### src/rtl/cc1200_pkg.sv
// Shared CC1200 definitions: TX pixel buffer burst FSM states and default sizing.
package cc1200_pkg;

    typedef enum logic [1:0] {
        IDLE  = 2'd0,
        BURST = 2'd1,
        GAP   = 2'd2
    } txbuf_state_t;

    localparam int TXBUF_WIDTH      = 12;
    localparam int TXBUF_DEPTH      = 64;
    localparam int TXBUF_PKT_PIXELS = 32;

endpackage

### src/rtl/cc1200_sync_fifo.sv
// First-word-fall-through FIFO: storage array, wrapping pointers and occupancy level.
module cc1200_sync_fifo #(
    parameter int WIDTH = 12,
    parameter int DEPTH = 64
) (
    input  logic                     clk,
    input  logic                     rstn,
    input  logic                     flush,
    input  logic                     push,
    input  logic                     pop,
    input  logic [WIDTH-1:0]         wr_data,
    output logic [WIDTH-1:0]         rd_data,
    output logic [$clog2(DEPTH):0]   level
);

    localparam int AW = $clog2(DEPTH);

    logic [WIDTH-1:0] mem [DEPTH];
    logic [AW-1:0]    wr_ptr_reg;
    logic [AW-1:0]    rd_ptr_reg;
    logic [AW:0]      level_reg;
    logic [AW:0]      level_next;

    // Storage is not reset; emptiness is tracked by the pointers and level alone.
    always_ff @(posedge clk) begin
        if (push && !flush) begin
            mem[wr_ptr_reg] <= wr_data;
        end
    end

    always_comb begin
        level_next = level_reg;
        case ({push, pop})
            2'b10:   level_next = level_reg + 1'b1;
            2'b01:   level_next = level_reg - 1'b1;
            default: level_next = level_reg;
        endcase
    end

    always_ff @(posedge clk or negedge rstn) begin
        if (!rstn) begin
            wr_ptr_reg <= '0;
            rd_ptr_reg <= '0;
            level_reg  <= '0;
        end else if (flush) begin
            wr_ptr_reg <= '0;
            rd_ptr_reg <= '0;
            level_reg  <= '0;
        end else begin
            if (push) wr_ptr_reg <= wr_ptr_reg + 1'b1;
            if (pop)  rd_ptr_reg <= rd_ptr_reg + 1'b1;
            level_reg <= level_next;
        end
    end

    assign rd_data = (level_reg == '0) ? '0 : mem[rd_ptr_reg];
    assign level   = level_reg;

endmodule

### src/rtl/cc1200_tx_pixel_buf.sv
// CC1200 TX pixel buffer: FIFO plus burst/gap FSM feeding the SPI stage.
// Optional burst statistics counter enabled by CC1200_TXBUF_STATS_EN.
module cc1200_tx_pixel_buf
    import cc1200_pkg::*;
#(
    parameter int WIDTH      = TXBUF_WIDTH,
    parameter int DEPTH      = TXBUF_DEPTH,
    parameter int PKT_PIXELS = TXBUF_PKT_PIXELS,
    parameter int GAP_CYCLES = 4
) (
    input  logic                     clk,
    input  logic                     rstn,
    input  logic                     flush,
    input  logic                     clr_flags,
    input  logic                     in_valid,
    input  logic [WIDTH-1:0]         in_data,
    output logic                     in_ready,
    output logic                     GetDataEn,
    output logic [WIDTH-1:0]         GetData,
    input  logic                     Next_data,
    output logic [$clog2(DEPTH):0]   level,
    output logic                     ovf_flag,
    output logic                     err_flag,
    output logic [15:0]              pkt_cnt
);

    localparam int LW = $clog2(DEPTH) + 1;
    localparam int BW = $clog2(PKT_PIXELS + 1);
    localparam int GW = $clog2(GAP_CYCLES);

    txbuf_state_t  state_reg, state_next;
    logic [BW-1:0] burst_cnt_reg, burst_cnt_next;
    logic [GW-1:0] gap_cnt_reg, gap_cnt_next;
    logic          get_data_en_reg;
    logic          ovf_flag_reg, err_flag_reg;
    logic          push, pop, burst_done, ovf_set, err_set;

    assign in_ready = (level != LW'(DEPTH));
    assign push     = in_valid && in_ready;

    cc1200_sync_fifo #(
        .WIDTH (WIDTH),
        .DEPTH (DEPTH)
    ) u_fifo (
        .clk     (clk),
        .rstn    (rstn),
        .flush   (flush),
        .push    (push),
        .pop     (pop),
        .wr_data (in_data),
        .rd_data (GetData),
        .level   (level)
    );

    always_ff @(posedge clk or negedge rstn) begin
        if (!rstn) begin
            state_reg       <= IDLE;
            burst_cnt_reg   <= '0;
            gap_cnt_reg     <= '0;
            get_data_en_reg <= 1'b0;
        end else begin
            state_reg       <= state_next;
            burst_cnt_reg   <= burst_cnt_next;
            gap_cnt_reg     <= gap_cnt_next;
            get_data_en_reg <= (state_next == BURST);
        end
    end

    always_comb begin
        state_next     = state_reg;
        burst_cnt_next = burst_cnt_reg;
        gap_cnt_next   = gap_cnt_reg;
        if (flush) begin
            state_next     = IDLE;
            burst_cnt_next = '0;
            gap_cnt_next   = '0;
        end else begin
            case (state_reg)
                IDLE: begin
                    if (level >= LW'(PKT_PIXELS)) begin
                        state_next     = BURST;
                        burst_cnt_next = '0;
                    end
                end
                BURST: begin
                    if (pop) begin
                        burst_cnt_next = burst_cnt_reg + 1'b1;
                        if (burst_done) begin
                            state_next   = GAP;
                            gap_cnt_next = '0;
                        end
                    end
                end
                GAP: begin
                    // GetDataEn stays low for exactly GAP_CYCLES cycles before re-arming
                    if (gap_cnt_reg == GW'(GAP_CYCLES - 1)) begin
                        state_next = IDLE;
                    end else begin
                        gap_cnt_next = gap_cnt_reg + 1'b1;
                    end
                end
                default: state_next = IDLE;
            endcase
        end
    end

    always_comb begin
        pop        = Next_data && (state_reg == BURST) && (level != '0);
        burst_done = pop && (burst_cnt_reg == BW'(PKT_PIXELS - 1));
        ovf_set    = in_valid && !in_ready;
        err_set    = Next_data && !pop;
        GetDataEn  = get_data_en_reg;
    end

    // A set condition outranks a coincident clr_flags.
    always_ff @(posedge clk or negedge rstn) begin
        if (!rstn) begin
            ovf_flag_reg <= 1'b0;
            err_flag_reg <= 1'b0;
        end else begin
            if (ovf_set)        ovf_flag_reg <= 1'b1;
            else if (clr_flags) ovf_flag_reg <= 1'b0;
            if (err_set)        err_flag_reg <= 1'b1;
            else if (clr_flags) err_flag_reg <= 1'b0;
        end
    end

    assign ovf_flag = ovf_flag_reg;
    assign err_flag = err_flag_reg;

`ifdef CC1200_TXBUF_STATS_EN
    logic [15:0] pkt_cnt_reg;
    logic        pkt_inc;

    assign pkt_inc = burst_done && !flush;

    always_ff @(posedge clk or negedge rstn) begin
        if (!rstn) begin
            pkt_cnt_reg <= '0;
        end else if (clr_flags) begin
            pkt_cnt_reg <= {15'd0, pkt_inc};
        end else if (pkt_inc) begin
            pkt_cnt_reg <= pkt_cnt_reg + 16'd1;
        end
    end

    assign pkt_cnt = pkt_cnt_reg;
`else
    assign pkt_cnt = '0;
`endif

endmodule
### config.mk
export PLATFORM = sky130hd
export DESIGN_NAME = cc1200_tx_pixel_buf
export DESIGN_NICKNAME = d
export VERILOG_FILES = /design/src/rtl/cc1200_pkg.sv /design/src/rtl/cc1200_sync_fifo.sv /design/src/rtl/cc1200_tx_pixel_buf.sv
export SDC_FILE = /design/constraint.sdc
export NUM_CORES = 1
export LEC_CHECK = 0
export ABC_AREA = 0
export ABC_CLOCK_PERIOD_IN_PS = 4000
export BUFFER_PORTS_ARGS = -buffer_cell sky130_fd_sc_hd__buf_2
export CAP_MARGIN = 20
export CORE_UTILIZATION = 49
export CTS_CLUSTER_DIAMETER = 120
export DETAILED_ROUTE_END_ITERATION = 10
export RECOVER_POWER = 100
export SYNTH_ARGS = -nofsm -noshare
export SYNTH_HDL_FRONTEND = slang
export SYNTH_SLANG_ARGS = --single-unit
### constraint.sdc
create_clock -name clk -period 4 [get_ports clk]
set_clock_uncertainty 0.05 [all_clocks]
set_input_delay 0.4 -clock clk [delete_from_list [all_inputs] [get_ports clk]]
set_output_delay 0.4 -clock clk [all_outputs]
set_load 0.01 [all_outputs]
==> flow_metrics.env <==
export IMPL_syn_avg_cell_area_um2=21.7
export IMPL_grt_use_total=0.234
export IMPL_fin_ws_ns=0.109
export IMPL_period_share=0.973
export IMPL_internal_power_mw=14.4
export IMPL_crit_start="u_fifo.rd_ptr_reg[1]$_DFFE_PN0P_"
export IMPL_die_height_um=256
export IMPL_dr_pass1_iters=5
export IMPL_fin_nets=1634
export IMPL_antenna_found_initial=2
export IMPL_status="finished with violations"
export IMPL_synthCells=1454
export IMPL_worstPathArrival_ns=3.44
export IMPL_endpoint="GetData[9]"
export IMPL_worst_pin_slew_ns=2.60
export IMPL_hp_class="input pin to flop"
export IMPL_stdcell_count=2525
export IMPL_area_growth_pct=13.2
export IMPL_post_cts_setup_buffers=0
export IMPL_timing_rr_end="u_fifo.level[6]$_DFFE_PN0P_"
export IMPL_routed_wl_mm=75.2
export IMPL_crit_fanout=22
export IMPL_cts_tree="built"
export IMPL_clock_sink_count=800
export IMPL_worstSetupEndpointType="output port"
export IMPL_hp_start="clr_flags"
export IMPL_violations="capacitance limit, slew limit"
export IMPL_cp_start_kind="flop"
export IMPL_p_sw_frac=0.222
export IMPL_ctsLongestPathBuffers=3
export IMPL_numCtsBuffers=82
export IMPL_fin_crit_ns=3.89
export IMPL_worstSkewPairLatency_ns=0.63
export IMPL_path_class="flop to output port"
export IMPL_p_sw_mw=4.12
export IMPL_cts_root_buf="clkbuf_16"
export IMPL_rsz0062_at_grt="no"
export IMPL_routabilityCongestion=0.816
export IMPL_synth_area_leaders="edfxtp_1, mux4_2, dfrtp_1"
export IMPL_ant_nets=0
export IMPL_hpwl_mm=44.7
export IMPL_powerDensity_nw_per_um2=519
export IMPL_vias=15232
export IMPL_avgRoutedWirePerCell_um=29.8
export IMPL_p_seq_frac=0.502
export IMPL_placedInstanceArea_um2=33300
export IMPL_comb_power_share=0.087
export IMPL_die_w_um=256
export IMPL_final_max_slew_viol_count=609
export IMPL_hold_ws_ns=0.0547
export IMPL_synth_top_cell_area_share=0.731
export IMPL_leakagePower_nw=11.0
export IMPL_final_hold_viol_count=0
export IMPL_crit_chain="buf_12 -> clkbuf_4 -> mux4_2 -> mux4_2 -> a22oi_2 -> o21ai_1 -> buf_2"
export IMPL_grt_pass1_vias=15572
export IMPL_timing_rr_start="u_fifo.level[1]$_DFFE_PN0P_"
export IMPL_critPathTopFamily="multiplexers"
export IMPL_ys_warn_count=0
export IMPL_fp_coreArea_um2=63300
export IMPL_crit_buf_inv=3
export IMPL_final_setup_tns_ns=0
export IMPL_rr_worst_depth=10
export IMPL_drc=0
export IMPL_initial_core_util=0.498
export IMPL_cts_htree_levels=3
export IMPL_vdd_drop_max_mv=0.491
export IMPL_stdcell_area_um2=35700
export IMPL_slew_headroom=-0.736
export IMPL_pin_count=57
export IMPL_synth_seq_cells=800
export IMPL_seq_area_frac_synth=0.756
export IMPL_die_area_um2=65400
export IMPL_row_count=92
export IMPL_largest_reg_flops=768
export IMPL_path_clk_slew_ns=0.06
export IMPL_drive_gt1_frac=0.271
export IMPL_drt_first_iter_violations=1625
export IMPL_viasPerCell=6.03
export IMPL_maxCapViolCount=14
export IMPL_synth_cell_types=55
export IMPL_critPathMostFrequentCell="mux4_2"
export IMPL_pwr_share_clk=0.410
export IMPL_portBuffers=40
export IMPL_netlist_area_um2=31600
export IMPL_setup_viol=0
export IMPL_grt_max_degree=65
export IMPL_grt_pass1_wl_mm=109
export IMPL_place_ws_ns=0.627
export IMPL_critical_path_slowest_cell="dfrtp_4"
export IMPL_slowest_delay_ns=0.59
export IMPL_synth_top_area_cell="edfxtp_1"
export IMPL_max_freq_mhz=257
export IMPL_grt_overflow=0
export IMPL_cp_depth=7
export IMPL_worst_ep_required_time_ns=3.55
export IMPL_rrSetupSlack_ns=0.36
export IMPL_dp_cells=2364
-- routing by layer --
metal / track usage / part of all wire / up-vias
met5: 0 / 0 / -
met4: 0.0785 / 0.031 / 0
met3: 0.0481 / 0.074 / 129
met2: 0.366 / 0.48 / 574
met1: 0.332 / 0.41 / 8164
li1: - / - / 6365
-- logic make-up after synthesis --
logic type | Yosys count | share of synthesized area
xor gates and xnor gates | 17 | 0.00472
and+or+nand+nor | 204 | 0.0318
muxes | 244 | 0.169
buffers and inverters | 103 | 0.0191
adders and majority gates | 6 | 0.00238
AOI/OAI and AO/OA | 79 | 0.0164
other | 1 | 0.000119
DFF | 800 | 0.756
-- power groups by stage --
| stage | logic [mW] | registers [mW] | clock network (mW) |
|---|---|---|---|
| global placement | 1.63 | 9.47 | 0 |
| finish | 1.62 | 9.31 | 7.61 |
| floorplan | 1.02 | 9.44 | 0 |
| CTS | 1.65 | 9.30 | 7.74 |
| detailed placement | 1.64 | 9.48 | 0 |
| global route | 1.73 | 9.32 | 8.03 |
-- layout by cell type (no fill, tap or decap), types with 8 or more instances in the layout --
cell type,Yosys,routed
clkinv_1,0,16
mux4_2,231,231
a22oi_1,14,13
clkbuf_2,0,37
buf_2,28,10
xor2_1,11,11
nand3_1,10,10
conb_1,1,16
mux2i_1,8,8
dfrtp_1,32,28
o21ai_0,17,18
a21oi_1,15,16
edfxtp_1,768,768
nand2_1,29,29
clkbuf_1,26,87
buf_4,24,23
clkbuf_16,0,86
nor3_1,9,9
buf_12,0,10
clkinv_2,0,20
bufinv_16,0,9
nor2_1,95,96
or3_1,11,11
-- worst reg2reg max path, cell delays in order (launching register included) --
cell      delay, ns
dfrtp_1        0.53
nor4_4         0.49
a21o_1         0.56
nor2_1         0.22
xor2_1         0.20
ha_1           0.25
nor4_1         0.51
nor4_4         0.05
a311oi_1       0.33
xor2_1         0.22
a211oi_2       0.09
-- cells in the mapped netlist, drive strengths merged --
master  count
a22o        1
nor3b       1
or4b        1
nand4       4
nand3      10
nand4b      1
nor2b       5
and2        2
a21o        1
a211oi      7
edfxtp    768
o22a        1
a21oi      16
or2         3
o21ai      24
or3        11
clkbuf     26
nor3        9
xnor2       6
nand2      29
mux2i       8
mux4      231
nor2       96
a22oi      15
dfrtp      32
a311oi      1
a32o        1
inv         3
nor4        9
o32a        1
conb        1
buf        74
nand2b      7
and3        7
o21a        1
o31ai       2
xor2       11
o22ai       7
nand3b      7
mux2        5
a31oi       1
ha          6
or3b        2
-- worst min-delay path by stage --
stage                     slack (ns)                    to  cells past startpoint
after CTS                       0.02  ovf_flag$_DFFE_PN0P_                      3
final                           0.05  ovf_flag$_DFFE_PN0P_                      3
after global routing            0.06  ovf_flag$_DFFE_PN0P_                      3
after detailed placement        0.43  ovf_flag$_DFFE_PN0P_                      1
after global placement          0.43  ovf_flag$_DFFE_PN0P_                      1
after floorplan                 0.05   GetDataEn$_DFF_PN0_                      0
-- metrics by stage --
stage,utilization,power [mW]
after floorplan,-,10.5
after global placement,0.525,11.1
after detailed placement,0.525,11.1
after CTS,0.568,18.7
after global routing,0.564,19.1
final,0.564,18.5
-- timing repair --
action	in CTS	in global routing
gates resized for setup	2	4
hold endpoints to repair	33	0
gates cloned	0	1
setup endpoints to repair	2	6
hold buffers	2	0
-- area by class of cell --
cell class / count / area [um2]
flip-flops and latches: 800 / 23900
well taps: 846 / 1060
inverters: 3 / 11.3
repair buffers: 157 / 950
diodes: 2 / 5.00
clock buffers: 103 / 2210
clock inverters: 48 / 455
fillers: 4789 / 27600
multi-input cells: 566 / 7130
No activity file was read; power rests on OpenSTA's default activity.
